[src/rtl/blit_pkg.sv]
// Shared definitions for the blitter data adder: operand selects, adder modes,
// register load codes and the 16-bit lane type.
package blit_pkg;

  typedef logic [15:0] lane_t;

  localparam logic [2:0] DADD_ASEL_PATD  = 3'b000;
  localparam logic [2:0] DADD_ASEL_PATF  = 3'b001;
  localparam logic [2:0] DADD_ASEL_SRCZ1 = 3'b010;
  localparam logic [2:0] DADD_ASEL_SRCZ2 = 3'b011;
  localparam logic [2:0] DADD_ASEL_SRCD  = 3'b100;

  localparam logic [2:0] DADD_BSEL_IINT  = 3'b000;
  localparam logic [2:0] DADD_BSEL_IFRAC = 3'b001;
  localparam logic [2:0] DADD_BSEL_ZINT  = 3'b010;
  localparam logic [2:0] DADD_BSEL_ZFRAC = 3'b011;
  localparam logic [2:0] DADD_BSEL_SHADE = 3'b100;

  localparam logic [2:0] DADD_MODE_INT   = 3'b000;
  localparam logic [2:0] DADD_MODE_INTEN = 3'b001;
  localparam logic [2:0] DADD_MODE_SSAT  = 3'b010;
  localparam logic [2:0] DADD_MODE_FRAC  = 3'b100;
  localparam logic [2:0] DADD_MODE_SHADE = 3'b101;

  localparam logic [3:0] LD_PATD_LO  = 4'd0;
  localparam logic [3:0] LD_PATD_HI  = 4'd1;
  localparam logic [3:0] LD_PATF_LO  = 4'd2;
  localparam logic [3:0] LD_PATF_HI  = 4'd3;
  localparam logic [3:0] LD_SRCZ1_LO = 4'd4;
  localparam logic [3:0] LD_SRCZ1_HI = 4'd5;
  localparam logic [3:0] LD_SRCZ2_LO = 4'd6;
  localparam logic [3:0] LD_SRCZ2_HI = 4'd7;
  localparam logic [3:0] LD_IINC     = 4'd8;
  localparam logic [3:0] LD_ZINC     = 4'd9;

endpackage

[src/rtl/blit_dadd_if.sv]
// Control/data bundle between the data-control decode and the data adder.
interface blit_dadd_if;
  logic [31:0] gpu_din;
  logic        gpu_ld;
  logic [3:0]  ld_sel;
  logic        add_en;
  logic [2:0]  daddasel;
  logic [2:0]  daddbsel;
  logic [2:0]  daddmode;
  logic        daddq_sel;
  logic [63:0] srcd;
  logic [63:0] dadd_q;
  logic        dadd_vld;
  logic [63:0] patd;
  logic [63:0] srcz1;

  modport master (
    output gpu_din, gpu_ld, ld_sel, add_en, daddasel, daddbsel, daddmode, daddq_sel, srcd,
    input  dadd_q, dadd_vld, patd, srcz1
  );

  modport slave (
    input  gpu_din, gpu_ld, ld_sel, add_en, daddasel, daddbsel, daddmode, daddq_sel, srcd,
    output dadd_q, dadd_vld, patd, srcz1
  );
endinterface

[src/rtl/dadd_lane.sv]
// One 16-bit adder lane: wrap, fraction (carry-out), 8-bit intensity and signed
// 16-bit saturating adds. Purely combinational.
module dadd_lane
  import blit_pkg::*;
(
  input  lane_t      a,
  input  lane_t      b,
  input  logic       cin,
  input  logic [2:0] mode,
  output lane_t      sum,
  output logic       cout
);

  function automatic logic [7:0] sat_u8(input logic signed [17:0] v);
    if (v < 18'sd0)        return 8'h00;
    else if (v > 18'sd255) return 8'hFF;
    else                   return v[7:0];
  endfunction

  function automatic lane_t sat_s16(input logic signed [17:0] v);
    if (v > 18'sd32767)       return 16'h7FFF;
    else if (v < -18'sd32768) return 16'h8000;
    else                      return v[15:0];
  endfunction

  logic              cin_eff;
  logic [16:0]       wide;
  logic signed [17:0] ext_b;
  logic signed [17:0] cin_s;
  logic signed [17:0] lo_sum;
  logic signed [17:0] full_sum;

  always_comb begin
    // Only the integer-step modes chain the carry from the preceding fraction add
    cin_eff  = (mode == DADD_MODE_INT) || (mode == DADD_MODE_INTEN) || (mode == DADD_MODE_SSAT)
               ? cin : 1'b0;
    wide     = {1'b0, a} + {1'b0, b} + {16'b0, cin_eff};
    ext_b    = {{2{b[15]}}, b};
    cin_s    = {17'b0, cin_eff};
    lo_sum   = $signed({10'b0, a[7:0]}) + ext_b + cin_s;
    full_sum = $signed({{2{a[15]}}, a}) + ext_b + cin_s;
    cout     = wide[16];
    case (mode)
      DADD_MODE_INTEN,
      DADD_MODE_SHADE: sum = {a[15:8], sat_u8(lo_sum)};
      DADD_MODE_SSAT:  sum = sat_s16(full_sum);
      default:         sum = wide[15:0];
    endcase
  end

endmodule

[src/rtl/blit_dadd.sv]
// Blitter data adder: accumulator/increment registers, operand muxes, four
// parallel lanes and the registered sum with accumulator write-back.
module blit_dadd
  import blit_pkg::*;
#(
  parameter int LANES = 4
) (
  input  logic         sys_clk,
  input  logic         reset,
  blit_dadd_if.slave   bus
);

  localparam int PW = LANES * 16;

  logic [PW-1:0]    patd_acc, patf_acc, srcz1_acc, srcz2_acc;
  logic [23:0]      iinc;
  logic [31:0]      zinc;
  logic [LANES-1:0] carry;
  logic [PW-1:0]    sum_p1;
  logic             vld_p1;

  logic [PW-1:0]    a_op;
  lane_t            b_op;
  logic [PW-1:0]    sum_p0;
  logic [LANES-1:0] cout_p0;

  always_comb begin
    case (bus.daddasel)
      DADD_ASEL_PATD:  a_op = patd_acc;
      DADD_ASEL_PATF:  a_op = patf_acc;
      DADD_ASEL_SRCZ1: a_op = srcz1_acc;
      DADD_ASEL_SRCZ2: a_op = srcz2_acc;
      default:         a_op = bus.srcd;
    endcase
    case (bus.daddbsel)
      DADD_BSEL_IFRAC: b_op = iinc[15:0];
      DADD_BSEL_ZINT:  b_op = zinc[31:16];
      DADD_BSEL_ZFRAC: b_op = zinc[15:0];
      default:         b_op = {{8{iinc[23]}}, iinc[23:16]};
    endcase
  end

  for (genvar i = 0; i < LANES; i++) begin : g_lane
    dadd_lane u_lane (
      .a    (a_op[16*i +: 16]),
      .b    (b_op),
      .cin  (carry[i]),
      .mode (bus.daddmode),
      .sum  (sum_p0[16*i +: 16]),
      .cout (cout_p0[i])
    );
  end

  // ---- p0 -> p1: register sum, write back, update carries, take GPU loads
  always_ff @(posedge sys_clk or posedge reset) begin
    if (reset) begin
      patd_acc  <= '0;
      patf_acc  <= '0;
      srcz1_acc <= '0;
      srcz2_acc <= '0;
      iinc      <= '0;
      zinc      <= '0;
      carry     <= '0;
      sum_p1    <= '0;
      vld_p1    <= 1'b0;
    end else begin
      vld_p1 <= bus.add_en;
      if (bus.add_en) begin
        sum_p1 <= sum_p0;
        case (bus.daddmode)
          DADD_MODE_INT, DADD_MODE_INTEN, DADD_MODE_SSAT: carry <= '0;
          DADD_MODE_SHADE:                                carry <= carry;
          default:                                        carry <= cout_p0;
        endcase
        if (bus.daddq_sel && !bus.daddasel[2]) begin
          case (bus.daddasel[1:0])
            2'd0:    patd_acc  <= sum_p0;
            2'd1:    patf_acc  <= sum_p0;
            2'd2:    srcz1_acc <= sum_p0;
            default: srcz2_acc <= sum_p0;
          endcase
        end
      end
      // Later assignment lets a GPU load override the write-back on its half only
      if (bus.gpu_ld) begin
        case (bus.ld_sel)
          LD_PATD_LO:  patd_acc[31:0]   <= bus.gpu_din;
          LD_PATD_HI:  patd_acc[63:32]  <= bus.gpu_din;
          LD_PATF_LO:  patf_acc[31:0]   <= bus.gpu_din;
          LD_PATF_HI:  patf_acc[63:32]  <= bus.gpu_din;
          LD_SRCZ1_LO: srcz1_acc[31:0]  <= bus.gpu_din;
          LD_SRCZ1_HI: srcz1_acc[63:32] <= bus.gpu_din;
          LD_SRCZ2_LO: srcz2_acc[31:0]  <= bus.gpu_din;
          LD_SRCZ2_HI: srcz2_acc[63:32] <= bus.gpu_din;
          LD_IINC:     iinc             <= bus.gpu_din[23:0];
          LD_ZINC:     zinc             <= bus.gpu_din;
          default: ;
        endcase
      end
    end
  end

  assign bus.dadd_q   = sum_p1;
  assign bus.dadd_vld = vld_p1;
  assign bus.patd     = patd_acc;
  assign bus.srcz1    = srcz1_acc;

endmodule
[src/flat_wrapper.sv]
// flat-port wrapper written by rule: the top's interface ports become plain ports
module blit_dadd_flat import blit_pkg::*;
#(
  parameter int LANES = 4
)
  (sys_clk, reset, bus_gpu_din, bus_gpu_ld, bus_ld_sel, bus_add_en, bus_daddasel, bus_daddbsel, bus_daddmode, bus_daddq_sel, bus_srcd, bus_dadd_q, bus_dadd_vld, bus_patd, bus_srcz1);
  blit_dadd_if bus_i ();
  input  logic sys_clk;
  input  logic reset;
  input wire logic [$bits(bus_i.gpu_din)-1:0] bus_gpu_din;
  input wire logic [$bits(bus_i.gpu_ld)-1:0] bus_gpu_ld;
  input wire logic [$bits(bus_i.ld_sel)-1:0] bus_ld_sel;
  input wire logic [$bits(bus_i.add_en)-1:0] bus_add_en;
  input wire logic [$bits(bus_i.daddasel)-1:0] bus_daddasel;
  input wire logic [$bits(bus_i.daddbsel)-1:0] bus_daddbsel;
  input wire logic [$bits(bus_i.daddmode)-1:0] bus_daddmode;
  input wire logic [$bits(bus_i.daddq_sel)-1:0] bus_daddq_sel;
  input wire logic [$bits(bus_i.srcd)-1:0] bus_srcd;
  output wire logic [$bits(bus_i.dadd_q)-1:0] bus_dadd_q;
  output wire logic [$bits(bus_i.dadd_vld)-1:0] bus_dadd_vld;
  output wire logic [$bits(bus_i.patd)-1:0] bus_patd;
  output wire logic [$bits(bus_i.srcz1)-1:0] bus_srcz1;
  assign bus_i.gpu_din = bus_gpu_din;
  assign bus_i.gpu_ld = bus_gpu_ld;
  assign bus_i.ld_sel = bus_ld_sel;
  assign bus_i.add_en = bus_add_en;
  assign bus_i.daddasel = bus_daddasel;
  assign bus_i.daddbsel = bus_daddbsel;
  assign bus_i.daddmode = bus_daddmode;
  assign bus_i.daddq_sel = bus_daddq_sel;
  assign bus_i.srcd = bus_srcd;
  assign bus_dadd_q = bus_i.dadd_q;
  assign bus_dadd_vld = bus_i.dadd_vld;
  assign bus_patd = bus_i.patd;
  assign bus_srcz1 = bus_i.srcz1;
  blit_dadd #(.LANES(LANES)) u_core (.sys_clk(sys_clk), .reset(reset), .bus(bus_i));
endmodule
[config.mk]
export PLATFORM = sky130hd
export DESIGN_NAME = blit_dadd_flat
export DESIGN_NICKNAME = d
export VERILOG_FILES = /design/src/rtl/blit_pkg.sv /design/src/rtl/blit_dadd_if.sv /design/src/rtl/dadd_lane.sv /design/src/rtl/blit_dadd.sv /design/src/flat_wrapper.sv
export SDC_FILE = /design/constraint.sdc
export NUM_CORES = 1
export LEC_CHECK = 0
export CORE_MARGIN = 5
export CORE_UTILIZATION = 35
export DETAILED_ROUTE_END_ITERATION = 7
export PLACE_DENSITY = 0.55
export RECOVER_POWER = 50
export SLEW_MARGIN = 40
export SYNTH_ARGS = -nofsm -noshare
export SYNTH_HDL_FRONTEND = slang
export SYNTH_HIERARCHICAL = 1
export SYNTH_SLANG_ARGS = --single-unit
[constraint.sdc]
create_clock -name sys_clk -period 42.3 [get_ports sys_clk]
set_input_delay 8.46 -clock sys_clk [delete_from_list [all_inputs] [get_ports sys_clk]]
set_output_delay 8.46 -clock sys_clk [all_outputs]
set_load 0.02 [all_outputs]
After elaboration in Yosys (flattened, before gate mapping)
Index checks and enable logic that the tools add are counted.

Bits in registers: 381. Input port bits: 114. Output and inout port bits: 193. Logic and storage cells: 135.

Add/sub/neg operators: 24. Order comparisons: 16. Equality and inequality tests: 20. Multiplexer cells: 51. Bitwise gates (word level): 1. Reductions and logical operators: 14.

Operators by type and width (number): 64-bit two-way mux (16); 32-bit two-way mux (8); 64-bit one-hot mux with 4 select lines (1); 17-bit by 2-bit adder with 18-bit output (8); 16-bit by 16-bit adder with 17-bit output (8); 16-bit two-way mux (8); 16-bit one-hot mux with 2 select lines (4); 18-bit by 16-bit greater-than comparator with 1-bit output (second input constant) (4); 18-bit by 9-bit greater-than comparator with 1-bit output (second input constant) (4); 18-bit by 1-bit < comparator with 1-bit output (second input constant) (4); 18-bit by 16-bit < comparator with 1-bit output (second input constant) (4); 17-bit by 1-bit adder with 17-bit output (4); 9-bit by 16-bit adder with 17-bit output (4); 8-bit two-way mux (8); 16-bit one-hot mux with 3 select lines (1); 4-bit by 3-bit == test with 1-bit output (second input constant) (4); 3-bit by 2-bit == test with 1-bit output (second input constant) (5); 3-bit by 1-bit == test with 1-bit output (second input constant) (3); 4-bit by 2-bit == test with 1-bit output (second input constant) (2); 4-bit == test (second input constant) (2); 4-bit one-hot mux with 2 select lines (1); 3-bit zero test (2); 2-bit AND reduction (3); 3-bit OR reduction (2); other kinds (12) (16).

Logic depth before layout (Yosys ltp)
Depth in word-level cells: 14. Depth in mapped cells: 20. Gate-level depth less buffers: 16.

Modules after synthesis
The synthesis kept the hierarchy.

Modules (own cells, without submodules): blit_dadd (times used 1, cells each 2301, area each 21353.0 um^2); dadd_lane (u_core.g_lane[1].u_lane ...) (times used 3, cells each 175, area each 1303.8 um^2); dadd_lane (u_core.g_lane[0].u_lane) (times used 1, cells each 185, area each 1410.1 um^2).

Worst setup path before layout
No wires, ideal clock.

Path type: input port to flip-flop. Start: in bus_daddbsel[0]. End: reg u_core.patd_acc[0], in the netlist u_core/bus.patd[0]. Arrival: 12.750 ns. Required time: 42.218 ns. Setup slack: 29.468 ns. Stages: 16. Path buffers: 3. Cell sequence: clkbuf_1 o21bai_1 nor2b_1 buf_2 a21oi_1 ha_1 clkbuf_1 nand2_1 o211ai_1 or3_4 o311ai_4 o21a_4 a221o_1 nor3b_1 nand2_1 a31oi_1.

Cells in the longest elaborated chain, start to end: 13. Elaborated cells on any way between the ends: 24.

Ends and longest elaborated chain: start: declaration (RTL line flat_wrapper.sv:15) `input wire logic [$bits(bus_i.daddbsel)-1:0] bus_daddbsel;`; 3-bit by 2-bit == test with 1-bit output / 3-bit by 1-bit == test with 1-bit output (equally long branches) (RTL line blit_dadd.sv:35) `case (bus.daddbsel)`; 16-bit one-hot mux with 3 select lines * (RTL line blit_dadd.sv:35); net u_core.b_op[15] (RTL line blit_dadd.sv:23) `lane_t b_op;`; 16-bit by 16-bit adder with 17-bit output / 9-bit by 16-bit adder with 17-bit output (equally long branches) (RTL line dadd_lane.sv:41, dadd_lane.sv:40); 17-bit by 2-bit adder with 18-bit output (on tied branches) (RTL line dadd_lane.sv:41, dadd_lane.sv:40); 18-bit by 16-bit < comparator with 1-bit output / 18-bit by 9-bit greater-than comparator with 1-bit output (equally long branches) (RTL line dadd_lane.sv:22, dadd_lane.sv:16); 16-bit two-way mux / 8-bit two-way mux (equally long branches) (RTL line dadd_lane.sv:22, dadd_lane.sv:16); 16-bit two-way mux / 8-bit two-way mux (equally long branches) (RTL line dadd_lane.sv:21, dadd_lane.sv:15); 16-bit one-hot mux with 2 select lines * (RTL line dadd_lane.sv:43) `case (mode)`; net u_core.sum_p0[0] (RTL line blit_dadd.sv:24) `logic [PW-1:0] sum_p0;`; 64-bit two-way mux * (RTL line blit_dadd.sv:76) `case (bus.daddasel[1:0])`; 64-bit two-way mux * (RTL line blit_dadd.sv:75) `if (bus.daddq_sel && !bus.daddasel[2]) begin`; 64-bit two-way mux * (RTL line blit_dadd.sv:68) `if (bus.add_en) begin`; 32-bit two-way mux (RTL line blit_dadd.sv:86) `case (bus.ld_sel)`; 64-bit two-way mux * (RTL line blit_dadd.sv:85) `if (bus.gpu_ld) begin`; end signal: assignment (RTL line blit_dadd.sv:77) `2'd0: patd_acc <= sum_p0;`; end signal: assignment (RTL line blit_dadd.sv:87) `LD_PATD_LO: patd_acc[31:0] <= bus.gpu_din;`; end: declaration (RTL line blit_dadd.sv:15) `logic [PW-1:0] patd_acc, patf_acc, srcz1_acc, srcz2_acc;`.

Mark *: on every way through the listed nets, which the timed path passes. The rest lies on a longest branch. A chain may end at the register's enable or synchronous reset.

==> key figures <==
Global routing
  – GRT overflow: 0
  – First-pass GRT wire length: 174000 um
  – Global-route total usage across every layer: 27.3%
  – Largest net degree at the start of global routing: 133
  – Antenna violations before repair: 5
  – Vias in the first global route: 26100

Pwr
  – Leakage: 12.4 nW
  – PD cells: 58.5 mW/mm^2
  – Int Power: 0.00110 W
  – Psw: 0.000761 W
  – Combinational group share of total power: 46.2%
  – Clock power share: 22.3%
  – Seq pwr share: 31.5%
  – Sw Share: 40.9%
  – Max VDD drop: 0.0297 mV

Yosys
  – Commonest cells post-synth: dfrtp_1, nand2_1, o21ai_0, a31oi_1, nor3_1
  – Largest area contributor in the netlist: dfrtp_1
  – Post-synthesis cell area: 0.0267 sq mm
  – Mapped Nets: 3197
  – Post-synth top area share: 35.7%
  – Synth top area cells: dfrtp_1, a31oi_1, o21ai_0
  – FF+latch count, synth: 381
  – Post-synth ARST share: 100%
  – Most frequent cell after synthesis: dfrtp_1
  – Sequential area share after synthesis: 35.7%
  – Synth Flop Type: dfrtp_1
  – Synthesized netlist cell count: 3011
  – Synth Warn #: 6
  – Post-synth EDFFs: 0
  – Synth unique cells: 93
  – Syn_area_per_cell: 8.86 sq um

Min path
  – HP Start: u_core/zinc[25]
  – Worst Hold Path EP: u_core/zinc[25]
  – HP Class: reg2reg
  – WHS Path Cells: 1

Cells and area
  – NumNets Final: 3297
  – Fill cells: 7409
  – Post-Route Utilization: 41.9%
  – Area Overhead vs Synth: 19.2%
  – Layout cells sized above 1: 12.1%

Setup path
  – Critical Path Source Type: input pin
  – R2R cell count: 15
  – WS Path Type: in2async
  – Worst reg2reg startpoint: u_core/zinc[0]
  – Worst r2r dst: u_core/bus.patd[45]
  – Critical path data required time: 42.09 ns
  – Worst setup EP type: async pin
  – Arrival time at the worst endpoint: 15.39 ns
  – Critical path launch point: reset
  – Flop2flop setup slack: 37.16 ns
  – CP max FO: 118

Route
  – Via density per instance: 6.44
  – DRC errors left: 0
  – Final ANT Viol Nets: 0
  – First-pass iteration count of the detailed router: 5
  – Post-Route WL: 118000 um
  – Routed len/inst: 28.5 um
  – Vias: 26600
  – DR iter-0 viols: 3254

Placement
  – Worst slack at placement: 27.93 ns
  – Gpl congestion: 0.907
  – Input/output buffers: 306
  – Final HPWL from detailed placement: 75800 um

Clocking
  – H-tree levels: 2
  – Worst skew pair latency: 0.60 ns
  – Post-CTS setup buffers: 0
  – CTS max path bufs: 3
  – Sink Count: 381
  – CTS tree: built
  – Clk slew on worst S/H paths: 0.06 ns
  – Clock Tree Root: clkbuf_16
  – Cts bufs inserted: 46
  – Post-CTS sizing: 0
  – Hold_buf cts: 0

STA
  – RSZ-0062 raised after global routing: false
  – Final max-slew violation count: 350
  – Sum Neg Setup Slack: 0 ns
  – Fin crit share: 36.9%
  – Slew margin rel.: -294%
  – Fmax: 64.1 MHz
  – PnR worst setup slack: 26.69 ns
  – Slew @ Worst Pin: 5.88 ns
  – Final setup vio count: 0
  – Clk_skew: 0.0221 ns
  – Hold Fails Final Rpt: 0
  – Tmin final: 15.61 ns

Floorplan
  – I/O pins: 307
  – Site row count: 101
  – Core Region: 0.0758 sq mm
  – Die Ht: 286 um
  – Starting density of the core: 35.2%
  – Die Area: 0.0818 sq mm
  – Chip width: 286 um

Job
  – MaxCap Viol Count: 5

Status
  – Status: finished with violations
  – Failing checks: capacitance limit, slew limit
placed cells by master (no fill, tap or decap), types with 12 or more instances in the layout:
cell type,synthesis,layout
a211oi_1,17,17
a21o_1,55,55
a21oi_1,138,131
a21oi_2,10,15
a2bb2oi_1,45,45
a31oi_1,268,268
and3_1,14,13
and3b_1,67,66
buf_4,5,34
clkbuf_1,165,17
clkbuf_16,0,46
clkdlybuf4s50_1,0,126
dfrtp_1,381,381
dlygate4sd3_1,0,174
ha_1,64,64
inv_1,17,16
mux2_2,120,120
mux2_4,20,20
mux2i_1,57,57
mux4_2,22,22
nand2_1,357,356
nand2b_1,19,15
nand3_1,14,12
nor2_1,53,52
nor2b_1,57,55
nor3_1,268,268
nor3b_1,69,69
o21a_1,14,14
o21ai_0,282,275
o2bb2ai_1,13,13
xnor2_1,19,19
xor2_1,24,24
layer usage:
layer  wire length, um  up-vias  part of all wire (%)  global-route usage [%]
li1                  -    11400                     -                       -
met2             52200     1664                    44                    42.0
met3             12300      246                    10                    7.78
met4              3980        4                   3.4                    8.99
met5                27        -                 0.023                       0
met1             49200    13300                    42                    37.3
area by class of cell:
type / instances / area [sq um] / area share (%)
antenna: 4 / 10.0 / 0.0315
inverter: 18 / 68.8 / 0.216
sequential: 381 / 9530 / 30.0
tap: 978 / 1220 / 3.85
multi-input combinational: 2308 / 15900 / 50.0
clock buffer: 69 / 1340 / 4.21
timing repair buffer: 356 / 3540 / 11.1
clock inverter: 13 / 188 / 0.590
how the worst max path moves through the flow:
stage	end	slack, ns	depth (start not counted)
3_5_place_dp	u_core/patf_acc[26]	27.93	16
4_1_cts	u_core/bus.patd[26]	28.55	16
5_1_grt	u_core/bus.dadd_q[5]	25.38	3
2_1_floorplan	u_core/bus.dadd_q[0]	23.25	1
3_3_place_gp	u_core/bus.patd[45]	27.89	16
6_report	u_core/zinc[4]	26.69	3
power groups by stage:
stage	clock, W	sequential (W)	combinational, W
6_report	0.000415	0.000587	0.000860
4_1_cts	0.000420	0.000589	0.000876
5_1_grt	0.000434	0.000600	0.000919
3_5_place_dp	0	0.000593	0.000871
2_1_floorplan	0	0.000643	0.000456
3_3_place_gp	0	0.000590	0.000860
worst max-delay path: stages:
cell and delay (ns):
dlygate4sd3_1 0.55, clkinvlp_2 3.24, clkbuf_1 2.96
cell families (layout without fill, tap and decap cells):
family          after synthesis  after routing  synth area share, %
compound gates              985            985                 24.1
mux                         229            229                 10.6
other cells                   0              4                    0
flops                       381            381                 35.7
fa+ha+maj                    72             72                 3.60
simple gates                979            979                 19.2
xor+xnor                     43             43                 1.41
buf+inv                     322            456                 5.34
through the flow:
| stage | instance area [sq um] | total power (W) | cells | hold slack [ns] |
|---|---|---|---|---|
| after floorplan | 26700 | 0.00110 | 3011 | 0.459 |
| after global placement | 30100 | 0.00145 | 4036 | 0.476 |
| after detailed placement | 30300 | 0.00146 | 4041 | 0.477 |
| after CTS | 31800 | 0.00189 | 4123 | 0.491 |
| after global routing | 31800 | 0.00195 | 4123 | 0.517 |
| final | 31800 | 0.00186 | 4127 | 0.492 |
sequential cells by signal (all words and copies together), names as in the netlist:
register,flops
u_core/bus.dadd_q,64
u_core/patf_acc,64
u_core/bus.patd,64
u_core/bus.srcz1,64
u_core/srcz2_acc,64
u_core/carry,4
u_core/zinc,32
u_core/bus.dadd_vld,1
u_core/iinc,24
No activity file was read; power rests on OpenSTA's default activity.
